[config.mk]
export PLATFORM = sky130hd
export DESIGN_NAME = f1_frame_loader
export DESIGN_NICKNAME = d
export VERILOG_FILES = /design/src/rtl/f1_frame_loader_pkg.sv /design/src/rtl/f1_frame_loader_byte_packer.sv /design/src/rtl/f1_frame_loader.sv
export SDC_FILE = /design/constraint.sdc
export NUM_CORES = 1
export LEC_CHECK = 0
export CAP_MARGIN = 15
export CELL_PAD_IN_SITES_DETAIL_PLACEMENT = 2
export CELL_PAD_IN_SITES_GLOBAL_PLACEMENT = 2
export CORE_UTILIZATION = 37
export DETAILED_ROUTE_END_ITERATION = 7
export GPL_ROUTABILITY_DRIVEN = 0
export GPL_TIMING_DRIVEN = 0
export PLACE_DENSITY = 0.94
export RECOVER_POWER = 25
export SLEW_MARGIN = 40
export SYNTH_ARGS = -nofsm -noshare
export SYNTH_HDL_FRONTEND = slang
export SYNTH_SLANG_ARGS = --single-unit
export TNS_END_PERCENT = 50
[constraint.sdc]
create_clock -name clk -period 10 [get_ports clk]
set_clock_uncertainty 0.15 [all_clocks]
set_input_delay 1 -clock clk [delete_from_list [all_inputs] [get_ports clk]]
set_output_delay 1 -clock clk [all_outputs]
set_load 0.02 [all_outputs]
[src/rtl/f1_frame_loader_pkg.sv]
// Shared types and defaults for the f1 frame loader: FSM encoding, RAM write payload, widths.
package f1_frame_loader_pkg;

    localparam int unsigned NUM_PIXELS_DEF  = 1024;
    localparam int unsigned TIMEOUT_CYC_DEF = 1048576;
    localparam int unsigned WORD_STRIDE_DEF = 4;

    localparam int unsigned PIX_W       = 8;
    localparam int unsigned WORD_W      = 32;
    localparam int unsigned BE_W        = 4;
    localparam int unsigned ADDR_W      = 32;
    localparam int unsigned RES_VALUE_W = 16;
    localparam int unsigned RES_INDEX_W = 4;

    typedef enum logic [2:0] {
        ST_IDLE,
        ST_LOAD,
        ST_START,
        ST_WAIT,
        ST_RESULT
    } fl_state_t;

    typedef struct packed {
        logic [BE_W-1:0]   be;
        logic [ADDR_W-1:0] addr;
        logic [WORD_W-1:0] data;
    } f1_wr_t;

endpackage

[src/rtl/f1_frame_loader_byte_packer.sv]
// Packs accepted pixels 4-per-word and issues registered f1 RAM writes, flushing partial words on demand.
module f1_byte_packer
    import f1_frame_loader_pkg::*;
#(
    parameter int unsigned WORD_STRIDE = WORD_STRIDE_DEF
) (
    input  logic             clk,
    input  logic             rst_n,
    input  logic             accept,
    input  logic             sof,
    input  logic             flush,
    input  logic [PIX_W-1:0] pix_data,
    output f1_wr_t           wr,
    output logic             wr_ena
);

    logic [1:0]        lane_q;
    logic [WORD_W-1:0] pack_q;
    logic [ADDR_W-1:0] addr_q;

    logic [1:0]        lane_c;
    logic [WORD_W-1:0] word_c;
    logic [ADDR_W-1:0] addr_c;
    logic [BE_W-1:0]   be_c;
    logic              emit_c;

    // First pixel of a frame restarts at lane 0 / address 0 regardless of leftovers.
    always_comb begin
        lane_c = sof ? 2'd0 : lane_q;
        addr_c = sof ? '0 : addr_q;
        word_c = (sof ? '0 : pack_q) | (WORD_W'(pix_data) << {lane_c, 3'b000});
        be_c   = BE_W'((5'd2 << lane_c) - 5'd1);
        emit_c = accept & ((lane_c == 2'd3) | flush);
    end

    always_ff @(posedge clk or negedge rst_n) begin
        if (!rst_n) begin
            lane_q <= '0;
            pack_q <= '0;
            addr_q <= '0;
            wr     <= '0;
            wr_ena <= 1'b0;
        end else begin
            wr_ena <= 1'b0;
            wr.be  <= '0;
            if (accept) begin
                if (emit_c) begin
                    wr.be   <= be_c;
                    wr.addr <= addr_c;
                    wr.data <= word_c;
                    wr_ena  <= 1'b1;
                    addr_q  <= addr_c + ADDR_W'(WORD_STRIDE);
                    lane_q  <= '0;
                    pack_q  <= '0;
                end else begin
                    lane_q <= lane_c + 2'd1;
                    pack_q <= word_c;
                    addr_q <= addr_c;
                end
            end
        end
    end

endmodule

[src/rtl/f1_frame_loader.sv]
// Loads a streamed pixel frame into f1 RAM, kicks the CNN core and holds its result for the host.
module f1_frame_loader
    import f1_frame_loader_pkg::*;
#(
    parameter int unsigned NUM_PIXELS  = NUM_PIXELS_DEF,
    parameter int unsigned TIMEOUT_CYC = TIMEOUT_CYC_DEF,
    parameter int unsigned WORD_STRIDE = WORD_STRIDE_DEF
) (
    input  logic        clk,
    input  logic        rst_n,
    input  logic        pix_valid,
    input  logic [7:0]  pix_data,
    input  logic        pix_last,
    output logic        pix_ready,
    output logic [3:0]  f1_wr_en,
    output logic [31:0] f1_waddr,
    output logic [31:0] f1_wdata,
    output logic        ena,
    output logic        acc_start,
    input  logic        acc_done,
    input  logic [15:0] acc_class_value,
    input  logic [3:0]  acc_class_index,
    output logic        res_valid,
    output logic [15:0] res_value,
    output logic [3:0]  res_index,
    input  logic        res_ack,
    output logic        err
);

    localparam int unsigned PCNT_W = $clog2(NUM_PIXELS);
    localparam int unsigned TCNT_W = $clog2(TIMEOUT_CYC) + 1;

    fl_state_t         state_q, state_d;
    logic [PCNT_W-1:0] pix_cnt_q, pix_cnt_d;
    logic [TCNT_W-1:0] tcnt_q, tcnt_d;
    logic              err_d;
    logic              capture_c;

    logic              accept_c;
    logic              sof_c;
    logic [PCNT_W-1:0] pix_idx_c;
    logic              last_idx_c;
    logic              flush_c;

    f1_wr_t            wr;

    always_comb begin
        accept_c   = pix_valid & pix_ready;
        sof_c      = (state_q == ST_IDLE);
        pix_idx_c  = sof_c ? '0 : pix_cnt_q;
        last_idx_c = (pix_idx_c == PCNT_W'(NUM_PIXELS - 1));
        flush_c    = pix_last & ~last_idx_c;
    end

    // Next-state logic; err clears on the first pixel of a frame unless that pixel re-flags it.
    always_comb begin
        state_d   = state_q;
        pix_cnt_d = pix_cnt_q;
        tcnt_d    = tcnt_q;
        err_d     = err;
        capture_c = 1'b0;
        case (state_q)
            ST_IDLE, ST_LOAD: begin
                if (accept_c) begin
                    if (sof_c) err_d = 1'b0;
                    pix_cnt_d = pix_idx_c + PCNT_W'(1);
                    if (last_idx_c) begin
                        state_d = ST_START;
                        if (!pix_last) err_d = 1'b1;
                    end else if (pix_last) begin
                        state_d = ST_IDLE;
                        err_d   = 1'b1;
                    end else begin
                        state_d = ST_LOAD;
                    end
                end
            end
            ST_START: begin
                tcnt_d  = '0;
                state_d = ST_WAIT;
            end
            ST_WAIT: begin
                if (acc_done) begin
                    capture_c = 1'b1;
                    state_d   = ST_RESULT;
                end else if (tcnt_q == TCNT_W'(TIMEOUT_CYC - 1)) begin
                    err_d   = 1'b1;
                    state_d = ST_IDLE;
                end else begin
                    tcnt_d = tcnt_q + TCNT_W'(1);
                end
            end
            ST_RESULT: begin
                if (res_ack) state_d = ST_IDLE;
            end
            default: state_d = ST_IDLE;
        endcase
    end

    always_ff @(posedge clk or negedge rst_n) begin
        if (!rst_n) begin
            state_q   <= ST_IDLE;
            pix_cnt_q <= '0;
            tcnt_q    <= '0;
            err       <= 1'b0;
            pix_ready <= 1'b0;
            acc_start <= 1'b0;
            res_valid <= 1'b0;
            res_value <= '0;
            res_index <= '0;
        end else begin
            state_q   <= state_d;
            pix_cnt_q <= pix_cnt_d;
            tcnt_q    <= tcnt_d;
            err       <= err_d;
            pix_ready <= (state_d == ST_IDLE) | (state_d == ST_LOAD);
            acc_start <= (state_q == ST_START);
            res_valid <= (state_d == ST_RESULT);
            if (capture_c) begin
                res_value <= acc_class_value;
                res_index <= acc_class_index;
            end
        end
    end

    f1_byte_packer #(
        .WORD_STRIDE (WORD_STRIDE)
    ) u_packer (
        .clk      (clk),
        .rst_n    (rst_n),
        .accept   (accept_c),
        .sof      (sof_c),
        .flush    (flush_c),
        .pix_data (pix_data),
        .wr       (wr),
        .wr_ena   (ena)
    );

    assign f1_wr_en = wr.be;
    assign f1_waddr = wr.addr;
    assign f1_wdata = wr.data;

endmodule

==> out/qor.txt, run 1 <==
HPWL Detailed: 22800 um
Min Tclk post-route: 4.95 ns
N_diodes: 0
Synthesis Warnings: 0
Critical path type: reg -> reg
Top cells by area, synth: dfrtp_1 (56%), nand2_1 (6.1%), nor2_1 (5.0%)
Reg2Reg Launch Point: state_q[0]
Hold_sp: u_packer.wr[32]
Post-synth top area share: 0.558
Iteration-0 DRC Markers: 455
Initial core utilization: 0.379
Root Buffer: clkbuf_16
Status: finished, violations left
Total die area: 0.0239 mm^2
Sw frac: 0.289
Core Region: 0.0227 mm^2
PostCTS Resize Cnt: 0
Syn Area/Cell: 9.85 um^2
Top_reg_cell synth: dfrtp_1
Worst setup EP type: flip-flop
Vias in the first global route: 8813
Vias: 7826
Number of H-tree levels: 4
Hold Crit Class: reg -> reg
Sequential-to-total area share from yosys stat: 0.558
CTS Buffer Depth: 2
Placed inst area: 0.0102 mm^2
Routed wire per std cell: 25.2 um
Final core utilization: 0.476
Sink Count: 192
Fin. Hold Viols: 0
WL final: 33000 um
R2r setup slk: 5.05 ns
Fmax: 202 MHz
Max Cap Viol: 1
Placed cells: 1279
Synth Register Bits: 192
FF/Latch Area: 0.00480 mm^2
Critical R2R Capture: u_packer.pack_q[24]
CP arrival: 5.12 ns
PortBufs: 118
Setup-failing EPs final: 0
First-pass GRT wire length: 51800 um
Syn Nets: 913
Clock Latency Late Sink: 0.45 ns
Synth cell count leaders: dfrtp_1 (192), nand2_1 (141), nor2_1 (115), nand3_1 (51), clkbuf_1 (37)
Power per cell area: 160 mW/mm^2
Post-synth EDFFs: 0
Sequential Power Share: 0.480
Fraction of layout instances using a drive strength above 1: 0.0877
Peak VDD IR: 0.116 mV
Synthesized area: 0.00861 mm^2
DR pass1 iterations: 5
Crit share post-route: 0.495
Hold Path Cell Cnt: 2
Cell Rows: 55
R2R depth: 14
Num CTS Buffers: 17
Combinational fraction of design power: 0.118
Area occupied by multi-input gates: 0.00352 mm^2
Net switching power: 0.000498 W
Leak Pwr: 4.83 nW
Worst Hold End: u_packer.wr[32]
Failing checks: capacitance limit, slew limit
Area leader, netlist: dfrtp_1
Antenna Violating Nets Remaining: 0
Post-synthesis async set-or-reset flop share: 1.00
Global Route Usage Sum: 0.287
Clock power frac: 0.402
Count leader, synth: dfrtp_1
Worst-path clk slew: 0.08 ns
I/O pins: 127
Fillers: 2353
Post-synthesis cell type count: 56
P_int: 0.00123 W
Fin cells: 1311
Setup crit start kind: flip-flop
Slew HR: -0.919
Total gr overflow: 0
Nets: 1052
RSZ-0062 raised after global routing: false
Crit Path Max Fanout: 10
Fin area: 0.0108 mm^2
Min setup slack post-route: 5.05 ns
Required time of the worst setup path: 10.17 ns
Post-CTS Setup Inserts: 0
P&R area growth vs syn: 25.4%
Vias per inst: 5.97
Mapped Cells: 874
Die height: 155 um
Pin count of the biggest net entering global routing: 74
CTS tree: built
Hold_buf cts: 0
Post-Place Setup Slack: 5.33 ns
Die width: 155 um
Initial antenna violation count: 0
Worst-Margin Slew: 2.88 ns
Final slew viol count: 52
DRC viols: 0
critical path: stages, from the launching register on:
cell,delay [ns]
dfrtp_1,0.52
or3_1,0.17
buf_2,0.22
clkbuf_1,0.50
buf_1,0.63
nand2_1,0.33
inv_1,0.13
ha_1,0.35
nor2_1,0.20
nor2_1,0.40
nand2_2,0.17
inv_2,0.25
buf_2,0.34
buf_2,0.31
nor2_1,0.13
power by group through the flow:
stage	Combinational, W	Clock, W	Sequential [W]
finish	0.000204	0.000694	0.000827
global route	0.000218	0.000723	0.000830
CTS	0.000204	0.000701	0.000826
detailed placement	0.000199	0	0.000841
global placement	0.000184	0	0.000838
floorplan	0.0000734	0	0.000856
layer usage:
metal,track usage,up-vias,wire [um]
met1,0.330,4064,13000
li1,-,3354,-
met4,0.146,0,1310
met5,0,-,0
met3,0.0420,109,1270
met2,0.519,299,17500
how the worst max path moves through the flow:
stage                     startpoint                   to  slack [ns]  cells after the start
after floorplan           state_q[2]  u_packer.pack_q[10]        6.72                     16
after global placement         rst_n         res_index[1]       -0.50                      1
after detailed placement  state_q[2]  u_packer.pack_q[24]        5.33                     15
after CTS                 state_q[0]   u_packer.addr_q[3]        5.23                     13
after global routing      state_q[2]  u_packer.pack_q[24]        4.99                     15
final                     state_q[0]  u_packer.pack_q[24]        5.05                     14
through the flow:
step                      hold WS, ns  power (W)  TNS, ns
after global placement          0.301    0.00102   -92.00
after global routing            0.349    0.00177        0
after detailed placement        0.310    0.00104        0
final                           0.320    0.00172        0
after CTS                       0.313    0.00173        0
after floorplan                 0.288   0.000929        0
cells by family (layout without fill, tap and decap cells):
family,count (synthesis),in the layout,share of synthesized area
adder cells (fa/ha/maj),5,5,0.00726
AND/OR/NAND/NOR,407,407,0.221
buffers and inverters,73,225,0.0356
XOR/XNOR,26,26,0.0264
AO/OA/AOI/OAI,138,138,0.111
flip-flops,192,192,0.558
multiplexers,33,33,0.0417
sequential cells by signal (all words and copies together) (netlist names), 2 cells and up:
name and flops:
pix_cnt_q 10, res_index 4, res_value 16, state_q 3, tcnt_q 21, u_packer.addr_q 32
u_packer.lane_q 2, u_packer.pack_q 32, u_packer.wr 68
final cells by class:
| type | count | share of cell area |
|---|---|---|
| flip-flops and latches | 192 | 0.445 |
| well taps | 285 | 0.0330 |
| plain buffers | 61 | 0.0242 |
| clock buffers | 17 | 0.0394 |
| multi-input cells | 609 | 0.326 |
| repair buffers | 120 | 0.114 |
| inverters | 12 | 0.00417 |
| clock inverters | 15 | 0.0140 |
cell usage in the layout (no fill, tap or decap), drive strengths merged, types with 2 or more instances in the layout:
master         count
a2111oi            2
a211o              3
a21oi             26
a221oi            24
a22oi             25
a31o               2
a31oi              4
a41o               2
and2              12
and3              11
and4               8
buf               26
clkbuf            55
clkdlybuf4s50    117
clkinv             5
clkinvlp           3
dfrtp            192
ha                 5
inv               18
mux2              23
mux2i             10
nand2            142
nand2b             2
nand3             52
nand4             26
nor2             115
nor3              16
nor4              12
o211a              2
o211ai             2
o21ai             30
o311ai             2
o31ai              4
o41ai              3
or3                3
or4                5
xnor2             12
xor2              14
(Power assumes the default switching activity.)
==> run 2, diff against run 1 <==
--- a/config.mk
+++ b/config.mk
@@ -8,11 +8,11 @@
 export CAP_MARGIN = 15
 export CELL_PAD_IN_SITES_DETAIL_PLACEMENT = 2
 export CELL_PAD_IN_SITES_GLOBAL_PLACEMENT = 2
-export CORE_UTILIZATION = 37
+export CORE_UTILIZATION = 34
 export DETAILED_ROUTE_END_ITERATION = 7
 export GPL_ROUTABILITY_DRIVEN = 0
 export GPL_TIMING_DRIVEN = 0
-export PLACE_DENSITY = 0.94
+export PLACE_DENSITY = 0.88
 export RECOVER_POWER = 25
 export SLEW_MARGIN = 40
 export SYNTH_ARGS = -nofsm -noshare
==> constraint.sdc (replaced) <==
create_clock -name clk -period 4.8 [get_ports clk]
set_clock_uncertainty 0.15 [all_clocks]
set_input_delay 0.48 -clock clk [delete_from_list [all_inputs] [get_ports clk]]
set_output_delay 0.48 -clock clk [all_outputs]
set_load 0.02 [all_outputs]
==> run 2 against run 1 <==
  * The run still ends with capacitance limit, slew limit left
  * Clock power is 110% higher
  * Cell count grew 3.1%
  * First-iteration DRC count shrank 19%
  * Global-route usage fell by 5.4 points
  * Critical endpoint is now u_packer.pack_q[13]
  * Fmax increased by 10%
  * Core utilization shrank 3.4 points
  * Die area increased by 8.7%
  * Cell area is 0.71% higher
==> out/qor.txt, run 2 (synthesis results as in run 1) <==
First-pass GRT wire length: 47000 um
Crit share post-route: 0.933
Fillers: 2627
HPWL Detailed: 20300 um
Setup-failing EPs final: 0
CP most frequent cell: buf_2
I/O pins: 127
Num CTS Buffers: 17
Reg2Reg Launch Point: state_q[0]
R2r setup slk: 0.32 ns
Worst setup EP type: flip-flop
Fraction of layout instances using a drive strength above 1: 0.0895
Max Cap Viol: 1
Largest registers: u_packer.wr x68, u_packer.addr_q x32, u_packer.pack_q x32
Hold Path Cell Cnt: 2
N_diodes: 0
Failing checks: capacitance limit, slew limit
Power per cell area: 331 mW/mm^2
Fin area: 0.0109 mm^2
Global Route Usage Sum: 0.233
Area occupied by multi-input gates: 0.00352 mm^2
Initial antenna violation count: 0
Worst Hold End: u_packer.wr[43]
CP max stage cell: or4_1
Total die area: 0.0260 mm^2
Slew HR: -0.696
Worst-Margin Slew: 2.54 ns
Final core utilization: 0.442
Required time of the worst setup path: 5.03 ns
R2R depth: 15
Root Buffer: clkbuf_16
Clock Latency Late Sink: 0.45 ns
Cell Rows: 57
Critical path type: reg -> reg
Initial core utilization: 0.350
DR pass1 iterations: 4
Fin. Hold Viols: 0
Min Tclk post-route: 4.48 ns
Final slew viol count: 48
Post-layout power: 0.00360 W
RSZ-0062 raised after global routing: false
Vias per inst: 5.53
Sink Count: 192
FF/Latch Area: 0.00480 mm^2
Largest register FFs: 68
Commonest non-fill, non-tap cell in the layout: dfrtp_1
CTS tree: built
Delay-heaviest family, CP: buffers and inverters
Leak Pwr: 4.85 nW
Crit Path Max Fanout: 10
Worst-path clk slew: 0.09 ns
Peak VDD IR: 0.212 mV
WL final: 28900 um
Nets: 1054
Fmax: 223 MHz
DRC viols: 0
Vias in the first global route: 8432
Hold Crit Class: reg -> reg
Core Region: 0.0246 mm^2
Critical R2R Capture: u_packer.pack_q[13]
Die height: 161 um
PortBufs: 118
Crit path buffers/inverters: 8
Sequence of cells on the critical path: or3_1 > buf_2 > clkbuf_1 > clkbuf_2 > nand2_1 > inv_1 > ha_1 > nand3b_1 > or4_1 > buf_2 > nand2_2 > inv_2 > buf_2 > buf_2 > nor2_1
CTS Buffer Depth: 2
Iteration-0 DRC Markers: 370
Vias: 7474
Number of H-tree levels: 4
Antenna Violating Nets Remaining: 0
Setup crit start kind: flip-flop
Total gr overflow: 0
Crit path from: state_q[0]
Most frequent cells in the layout: dfrtp_1 (192), nand2_1 (141), clkdlybuf4s50_1 (117), nor2_1 (115), nand3_1 (51)
Die width: 161 um
P&R area growth vs syn: 26.3%
Pin count of the biggest net entering global routing: 55
Routed wire per std cell: 21.4 um
Top reg by flops: u_packer.wr
CP arrival: 4.71 ns
Placed inst area: 0.0103 mm^2
Hold_sp: u_packer.wr[43]
Largest stage delay, worst path: 0.52 ns
Status: finished, violations left
[run 2: cell count changes in the layout (fill, tap and decap cells not counted), sizes merged]
cell / delta
buf: -2
bufinv: -1
inv: +2
clkinvlp: -2
clkbuf: +3
dlygate4sd3: +1
clkinv: +1
[run 2: worst reg2reg max path, stage by stage (launching register included)]
cell,delay [ns]
dfrtp_1,0.50
or3_1,0.43
buf_2,0.19
clkbuf_1,0.33
clkbuf_2,0.36
nand2_1,0.20
inv_1,0.06
ha_1,0.30
nand3b_1,0.28
or4_1,0.52
buf_2,0.19
nand2_2,0.12
inv_2,0.15
buf_2,0.27
buf_2,0.23
nor2_1,0.15
[run 2: routing by layer]
metal	global-route usage	routed length, um	vias up
met5	0	0	-
met4	0.0888	590	0
met3	0.0347	1140	43
met2	0.410	15000	186
met1	0.287	12200	3891
li1	-	-	3354
[run 2: repair_timing]
| item | in CTS | in global routing |
|---|---|---|
| hold endpoints to repair | 45 | 0 |
| setup endpoints to repair | 0 | 4 |
| resized for setup | 0 | 1 |
| buffers inserted | 0 | 0 |
| hold buffers | 1 | 0 |
[run 2: power by group]
| group | internal (W) | total (W) | leakage, nW | switching, W |
|---|---|---|---|---|
| logic | 0.000145 | 0.000409 | 2.02 | 0.000263 |
| registers | 0.00168 | 0.00172 | 2.54 | 0.0000429 |
| clock network | 0.000712 | 0.00148 | 0.293 | 0.000763 |
| total | 0.00253 | 0.00360 | 4.85 | 0.00107 |
[run 2: how the worst max path moves through the flow]
stage	end	slack, ns	cells after the start
after global placement	res_index[0]	-5.37	1
final	u_packer.pack_q[13]	0.32	15
after detailed placement	u_packer.wr[54]	0.34	14
after CTS	u_packer.pack_q[5]	0.25	14
after global routing	tcnt_q[4]	0.13	3
after floorplan	u_packer.pack_q[10]	1.52	16
[run 2: layout make-up]
class,count,area share
Buffer,61,0.0242
Clock buffer,17,0.0391
Clock inverter,15,0.0170
Inverter,12,0.00414
Multi-Input combinational cell,609,0.324
Sequential cell,192,0.442
Tap cell,324,0.0373
Timing Repair Buffer,122,0.112
[run 2: metrics by stage]
| stage | hold WS, ns | setup WS [ns] | TNS, ns | std cells |
|---|---|---|---|---|
| 6_report | 0.329 | 0.323 | 0 | 1352 |
| 5_1_grt | 0.365 | 0.132 | 0 | 1352 |
| 4_1_cts | 0.329 | 0.252 | 0 | 1352 |
| 3_3_place_gp | 0.303 | -5.37 | -1028.21 | 1316 |
| 3_5_place_dp | 0.257 | 0.344 | 0 | 1319 |
| 2_1_floorplan | 0.0344 | 1.52 | 0 | 874 |
==> patch 1: new RTL, config.mk and constraints of run 2 <==
`NUM_PIXELS_DEF`: 1024 -> 2048.
--- a/src/rtl/f1_frame_loader_pkg.sv
+++ b/src/rtl/f1_frame_loader_pkg.sv
@@ -2,5 +2,5 @@
 package f1_frame_loader_pkg;
 
-    localparam int unsigned NUM_PIXELS_DEF  = 1024;
+    localparam int unsigned NUM_PIXELS_DEF  = 2048;
     localparam int unsigned TIMEOUT_CYC_DEF = 1048576;
     localparam int unsigned WORD_STRIDE_DEF = 4;
Behaviour: same outputs for any inputs over 4 cycles, from zero or initial values and one cycle with rst_n low; that may be too few to reach the edited logic, so the function may still have changed.
==> patch 1 against run 2 <==
- the run still ends with capacitance limit, slew limit left
- sequential cell count is 1 higher
- critical path depth fell by 1
- non-clock buffer count grew 14
- cell area increased by 2.9%
- area after synthesis grew 3.6%
- worst setup slack lost 0.034 ns
- first-iteration DRC count increased by 19%
- wire length grew 3.8%
- cell count grew 1.3%
- critical path type unchanged
- largest cell class unchanged
- highest routed layer unchanged
Power is not compared: it rests on default switching activity, and its combinational part moved more than twofold at a synthesized area within 25%.
==> patch 1: results (changes against run 2) <==
[status]
outcome=complete, but fails checks  ; unchanged
violations=capacitance limit, slew limit  ; unchanged

[clocking]
clkTransAtPathRegs_ns=0.08
cts_buffer_depth=2  ; unchanged
insertion_delay_ns=0.45  ; about the same
ctsResizeCount=0  ; unchanged
cts-htree-levels=4  ; unchanged
root_buffer=clkbuf_16  ; unchanged

[finish]
fill_cells=2701  ; was 2627
layout.nets=1064  ; was 1054
drive_gt1_share_pct=11.3  ; was 8.95%
top_regs=u_packer.wr x68, u_packer.addr_q x32, u_packer.pack_q x32  ; unchanged

[global_route]
track_usage_pct=23.7  ; was 23.3%
grt_max_degree=58  ; was 55
grt_pass1_vias=8872  ; was 8432
grt_first_pass_wirelength_um=49200  ; was 47000 um
antenna_found_initial=1  ; was 0

[route]
wl_per_cell_um=21.9  ; was 21.4 um
dr.pass1.iters=5  ; was 4
drt_wl_total_um=30000  ; was 28900 um
num_vias=7910  ; was 7474
first_iter_violations=442  ; was 370

[job]
drv_cap=1  ; unchanged

[yosys]
synth_commonest_cells=dfrtp_1, o21ai_0, nand2_1  ; was dfrtp_1, nand2_1, nor2_1
synth_ff_type=dfrtp_1  ; unchanged
synth_area_leaders=dfrtp_1, o21ai_0, nand2_1, mux2_2, a22o_2  ; was dfrtp_1, nand2_1, nor2_1, mux2_2, nand3_1
synth_async_sr_flop_share_pct=100  ; unchanged
syn_avg_cell_area_um2=10.1  ; was 9.85 um^2
ys_types=54  ; was 56
yosysSeqAreaShare_pct=54.1  ; was 55.8%
syn_nets=924  ; was 913

[placement]
dp_hpwl_um=20700  ; was 20300 um
place_area_mm2=0.0106  ; was 0.0103 mm^2
dp_cells=1336  ; was 1319

[power_and_ir_drop]
p_per_area_mw_per_mm2=423
p_sw_share_pct=35.0
max-vdd-ir-drop_uv=203
power_clock_w=0.00148
powerSeq_w=0.00206

[worst_hold_path]
holdPathStages=1  ; was 2
whs_endpoint=tcnt_q[9]  ; was u_packer.wr[43]
hold_path.class=flop to flop  ; unchanged
hp-start=tcnt_q[9]  ; was u_packer.wr[43]

[worst_setup_path]
crit_path_max_incr_delay_ns=0.54  ; was 0.52 ns
r2r_slack_ns=0.29  ; was 0.32 ns
r2r_start=state_q[0]  ; unchanged
reg2reg_depth=14  ; was 15
cpMaxStageDelayCell=or4_1  ; unchanged
path_max_fanout=17  ; was 10
crit_end=u_packer.addr_q[16]  ; was u_packer.pack_q[13]
path_delay_family=buffers and inverters  ; unchanged
cp.arrival_ns=4.68  ; was 4.71 ns

[sta]
slew_violations=41  ; was 48
tightest_slew_ns=2.28  ; was 2.54 ns

==> patch 1: cell types whose count changed in the layout (fill, tap and decap cells not counted), sizes merged, moves of 6 or more <==
cell | before | now
a22o | 0 | 26
nor2 | 115 | 37
o21ai | 30 | 129
a221oi | 24 | 0
buf | 24 | 36
nand2 | 142 | 102
xor2 | 14 | 5
and3 | 11 | 18
o31ai | 4 | 19
o211ai | 2 | 8
nand3 | 52 | 32
==> patch 1: final cells by class <==
type                    instances  area [um^2]  area share [%]
flip-flops and latches        193         4830            43.2
multi-input cells             607         3740            33.4
repair buffers                122         1220            10.9
clock buffers                  17          425            3.80
well taps                     330          413            3.69
plain buffers                  75          339            3.03
clock inverters                15          184            1.64
inverters                       9         33.8           0.302
diodes                          1         2.50          0.0224
==> patch 1: cells by family after synthesis <==
group / Yosys count / share of synthesized area, %
buf+inv: 85 / 4.22
flops: 193 / 54.1
compound gates: 270 / 19.4
mux: 30 / 3.70
xor+xnor: 20 / 1.96
fa+ha+maj: 5 / 0.701
simple gates: 282 / 15.9
==> patch 1: repair_timing <==
item | in CTS | in global routing
hold buffers | 1 | 0
setup buffers | 0 | 0
endpoints found under the setup margin | 8 | 0
endpoints found under the hold margin | 38 | 0
==> patch 1: through the flow <==
| stage | hold slack, ns | worst slack [ns] |
|---|---|---|
| 6_report | 0.328 | 0.289 |
| 5_1_grt | 0.364 | 0.00570 |
| 3_3_place_gp | 0.314 | -5.38 |
| 2_1_floorplan | 0.0344 | 1.31 |
| 3_5_place_dp | 0.246 | 0.0229 |
| 4_1_cts | 0.338 | 0.365 |
==> patch 1: layer usage <==
metal	global-route usage, %	wire [um]	vias up
li1	-	-	3521
met5	0	0	-
met3	4.39	1270	47
met2	40.8	15200	203
met1	29.7	12800	4139
met4	8.50	737	0
==> patch 2: new RTL, flow settings as in run 2 <==
Without the edit above. Put one more register stage on the output `err`, with the module's reset. The value now appears one clock later. The other outputs are not delayed to match.
--- a/src/rtl/f1_frame_loader.sv
+++ b/src/rtl/f1_frame_loader.sv
@@ -31,4 +31,6 @@
     localparam int unsigned TCNT_W = $clog2(TIMEOUT_CYC) + 1;
 
+    logic err_s0;
+
     fl_state_t         state_q, state_d;
     logic [PCNT_W-1:0] pix_cnt_q, pix_cnt_d;
@@ -58,5 +60,5 @@
         pix_cnt_d = pix_cnt_q;
         tcnt_d    = tcnt_q;
-        err_d     = err;
+        err_d     = err_s0;
         capture_c = 1'b0;
         case (state_q)
@@ -103,5 +105,5 @@
             pix_cnt_q <= '0;
             tcnt_q    <= '0;
-            err       <= 1'b0;
+            err_s0    <= 1'b0;
             pix_ready <= 1'b0;
             acc_start <= 1'b0;
@@ -113,5 +115,5 @@
             pix_cnt_q <= pix_cnt_d;
             tcnt_q    <= tcnt_d;
-            err       <= err_d;
+            err_s0    <= err_d;
             pix_ready <= (state_d == ST_IDLE) | (state_d == ST_LOAD);
             acc_start <= (state_q == ST_START);
@@ -141,4 +143,12 @@
     assign f1_wdata = wr.data;
 
+    always_ff @(posedge clk or negedge rst_n) begin
+        if (!rst_n) begin
+            err <= '0;
+        end else begin
+            err <= err_s0;
+        end
+    end
+
 endmodule
 
Formal check against the unedited RTL: not equivalent (a bounded check fails within 4 cycles, from zero or initial values and one cycle with rst_n low).
==> patch 2 against run 2 <==
- the flow still finishes with violations (capacitance limit, slew limit)
- wire length increased by 1.9%
- area after synthesis rose by 2.5%
- combinational power is 39% higher
- non-clock buffer count fell by 3
- sequential cell count grew 1
- first-iteration DRC count fell by 0.27%
- cell area is 2.0% higher
- total power grew 6.7%
- critical path depth shrank 2
- worst setup slack gained 0.34 ns
- highest routed layer unchanged
==> patch 2: results (changes against run 2) <==
[power_and_ir_drop]
leakagePower_nw=4.70  ; was 4.85 nW
p_sw_share_pct=30.9  ; was 29.7%
max-vdd-ir-drop_uv=234  ; was 212 uV

[yosys]
synth_area_leaders=dfrtp_1, nand2_1, nor2_1, mux2_2, xnor2_1  ; was dfrtp_1, nand2_1, nor2_1, mux2_2, nand3_1
syn_nets=919  ; was 913
ys_types=64  ; was 56
synth_commonest_cells=dfrtp_1, nand2_1, nor2_1  ; unchanged
yosysSeqAreaShare_pct=54.7  ; was 55.8%
syn_avg_cell_area_um2=10.0  ; was 9.85 um^2

[worst_setup_path]
cpMaxStageDelayCell=buf_1  ; was or4_1
crit_path_max_incr_delay_ns=0.56  ; was 0.52 ns
cp.arrival_ns=4.34  ; was 4.71 ns

[route]
vias_per_cell=5.52  ; was 5.53
num_vias=7518  ; was 7474
wl_per_cell_um=21.6  ; was 21.4 um
first_iter_violations=369  ; was 370

[finish]
n_antenna_cell=0  ; unchanged
layout.nets=1059  ; was 1054
drive_gt1_share_pct=11.1  ; was 8.95%
fill_cells=2634  ; was 2627
top_regs=u_packer.wr x68, u_packer.addr_q x32, u_packer.pack_q x32  ; unchanged

[worst_hold_path]
hold_path.class=flop to flop  ; unchanged

[placement]
portBuffers=118  ; unchanged
place_ws_ns=0.687  ; was 0.344 ns
dp_hpwl_um=20400  ; was 20300 um
dp_cells=1330  ; was 1319

[status]
outcome=complete, but fails checks  ; unchanged
violations=capacitance limit, slew limit  ; unchanged

[global_route]
track_usage_pct=23.4  ; was 23.3%
grt_first_pass_wirelength_um=47500  ; was 47000 um
grt_max_degree=72  ; was 55
grt_pass1_vias=8317  ; was 8432
antenna_found_initial=0  ; unchanged

[clocking]
cts_setup_buffers=0  ; unchanged
clkTransAtPathRegs_ns=0.08

[job]
drv_cap=1  ; unchanged

[sta]
slew_violations=53  ; was 48
tightest_slew_ns=3.27  ; was 2.54 ns

[patch 2: cell count changes after synthesis, moves of 7 or more]
cell and delta:
nand4_1 -11, o31ai_1 +11, xor2_1 -9, a21oi_1 +8
nand3_1 -26, clkbuf_1 -17, inv_1 +7, xnor2_1 +16
[patch 2: final timing paths]
path	start	to	slack, ns	cells past startpoint
setup reg to reg	state_q[2]	u_packer.wr[13]	0.66	13
min in group asynchronous	rst_n	tcnt_q[14]	1.51	2
setup / recovery	state_q[2]	u_packer.wr[13]	0.66	13
hold reg to reg	u_packer.wr[61]	u_packer.wr[61]	0.32	2
hold / removal	u_packer.wr[61]	u_packer.wr[61]	0.32	2
max in group asynchronous	rst_n	u_packer.wr[50]	1.15	2
[patch 2: cell families after synthesis]
kind of cell / after synthesis / share of synthesized area (%)
DFF: 193 / 54.7
and+or+nand+nor: 371 / 20.1
muxes: 28 / 3.54
buffers and inverters: 79 / 4.09
AOI/OAI and AO/OA: 171 / 13.6
xor gates and xnor gates: 33 / 3.27
adders and majority gates: 5 / 0.708
[patch 2: area by class of cell]
type | count | share of cell area [%]
inverters | 20 | 0.677
multi-input cells | 608 | 32.9
clock buffers | 18 | 3.96
repair buffers | 121 | 11.2
flip-flops and latches | 193 | 43.5
clock inverters | 14 | 1.47
plain buffers | 59 | 2.58
well taps | 330 | 3.72
[patch 2: power groups by stage]
stage | registers (W) | logic [W] | clock network [W]
after floorplan | 0.00187 | 0.000227 | 0
after global placement | 0.00182 | 0.000537 | 0
after detailed placement | 0.00183 | 0.000567 | 0
after CTS | 0.00180 | 0.000575 | 0.00150
after global routing | 0.00181 | 0.000616 | 0.00156
final | 0.00180 | 0.000568 | 0.00148
[patch 2: what timing repair did]
item                                    4_1_cts  5_1_grt
hold buffers                                  1        0
hold endpoints to repair                     52        0
endpoints found under the setup margin        0        0
[patch 2: metrics by stage]
step                cell area [um^2]  power [W]
global route                   11100    0.00398
global placement               10400    0.00236
CTS                            11100    0.00388
detailed placement             10500    0.00240
finish                         11100    0.00385
floorplan                       8830    0.00210
[patch 2: per-layer routing]
layer / track usage [%] / share of wire [%] / routed length [um]
met1: 27.8 / 41 / 12100
met2: 41.5 / 52 / 15300
met3: 4.93 / 4.8 / 1400
met4: 8.16 / 2.1 / 607
met5: 0 / 0 / 0
[patch 2: critical path: cells and delay by family, from the launching register on]
kind                       cells  cell delay, ns
adders and majority gates      1            0.24
and+or+nand+nor                6            1.07
buffers and inverters          5            1.52
AOI/OAI and AO/OA              1            0.54
DFF                            1            0.50
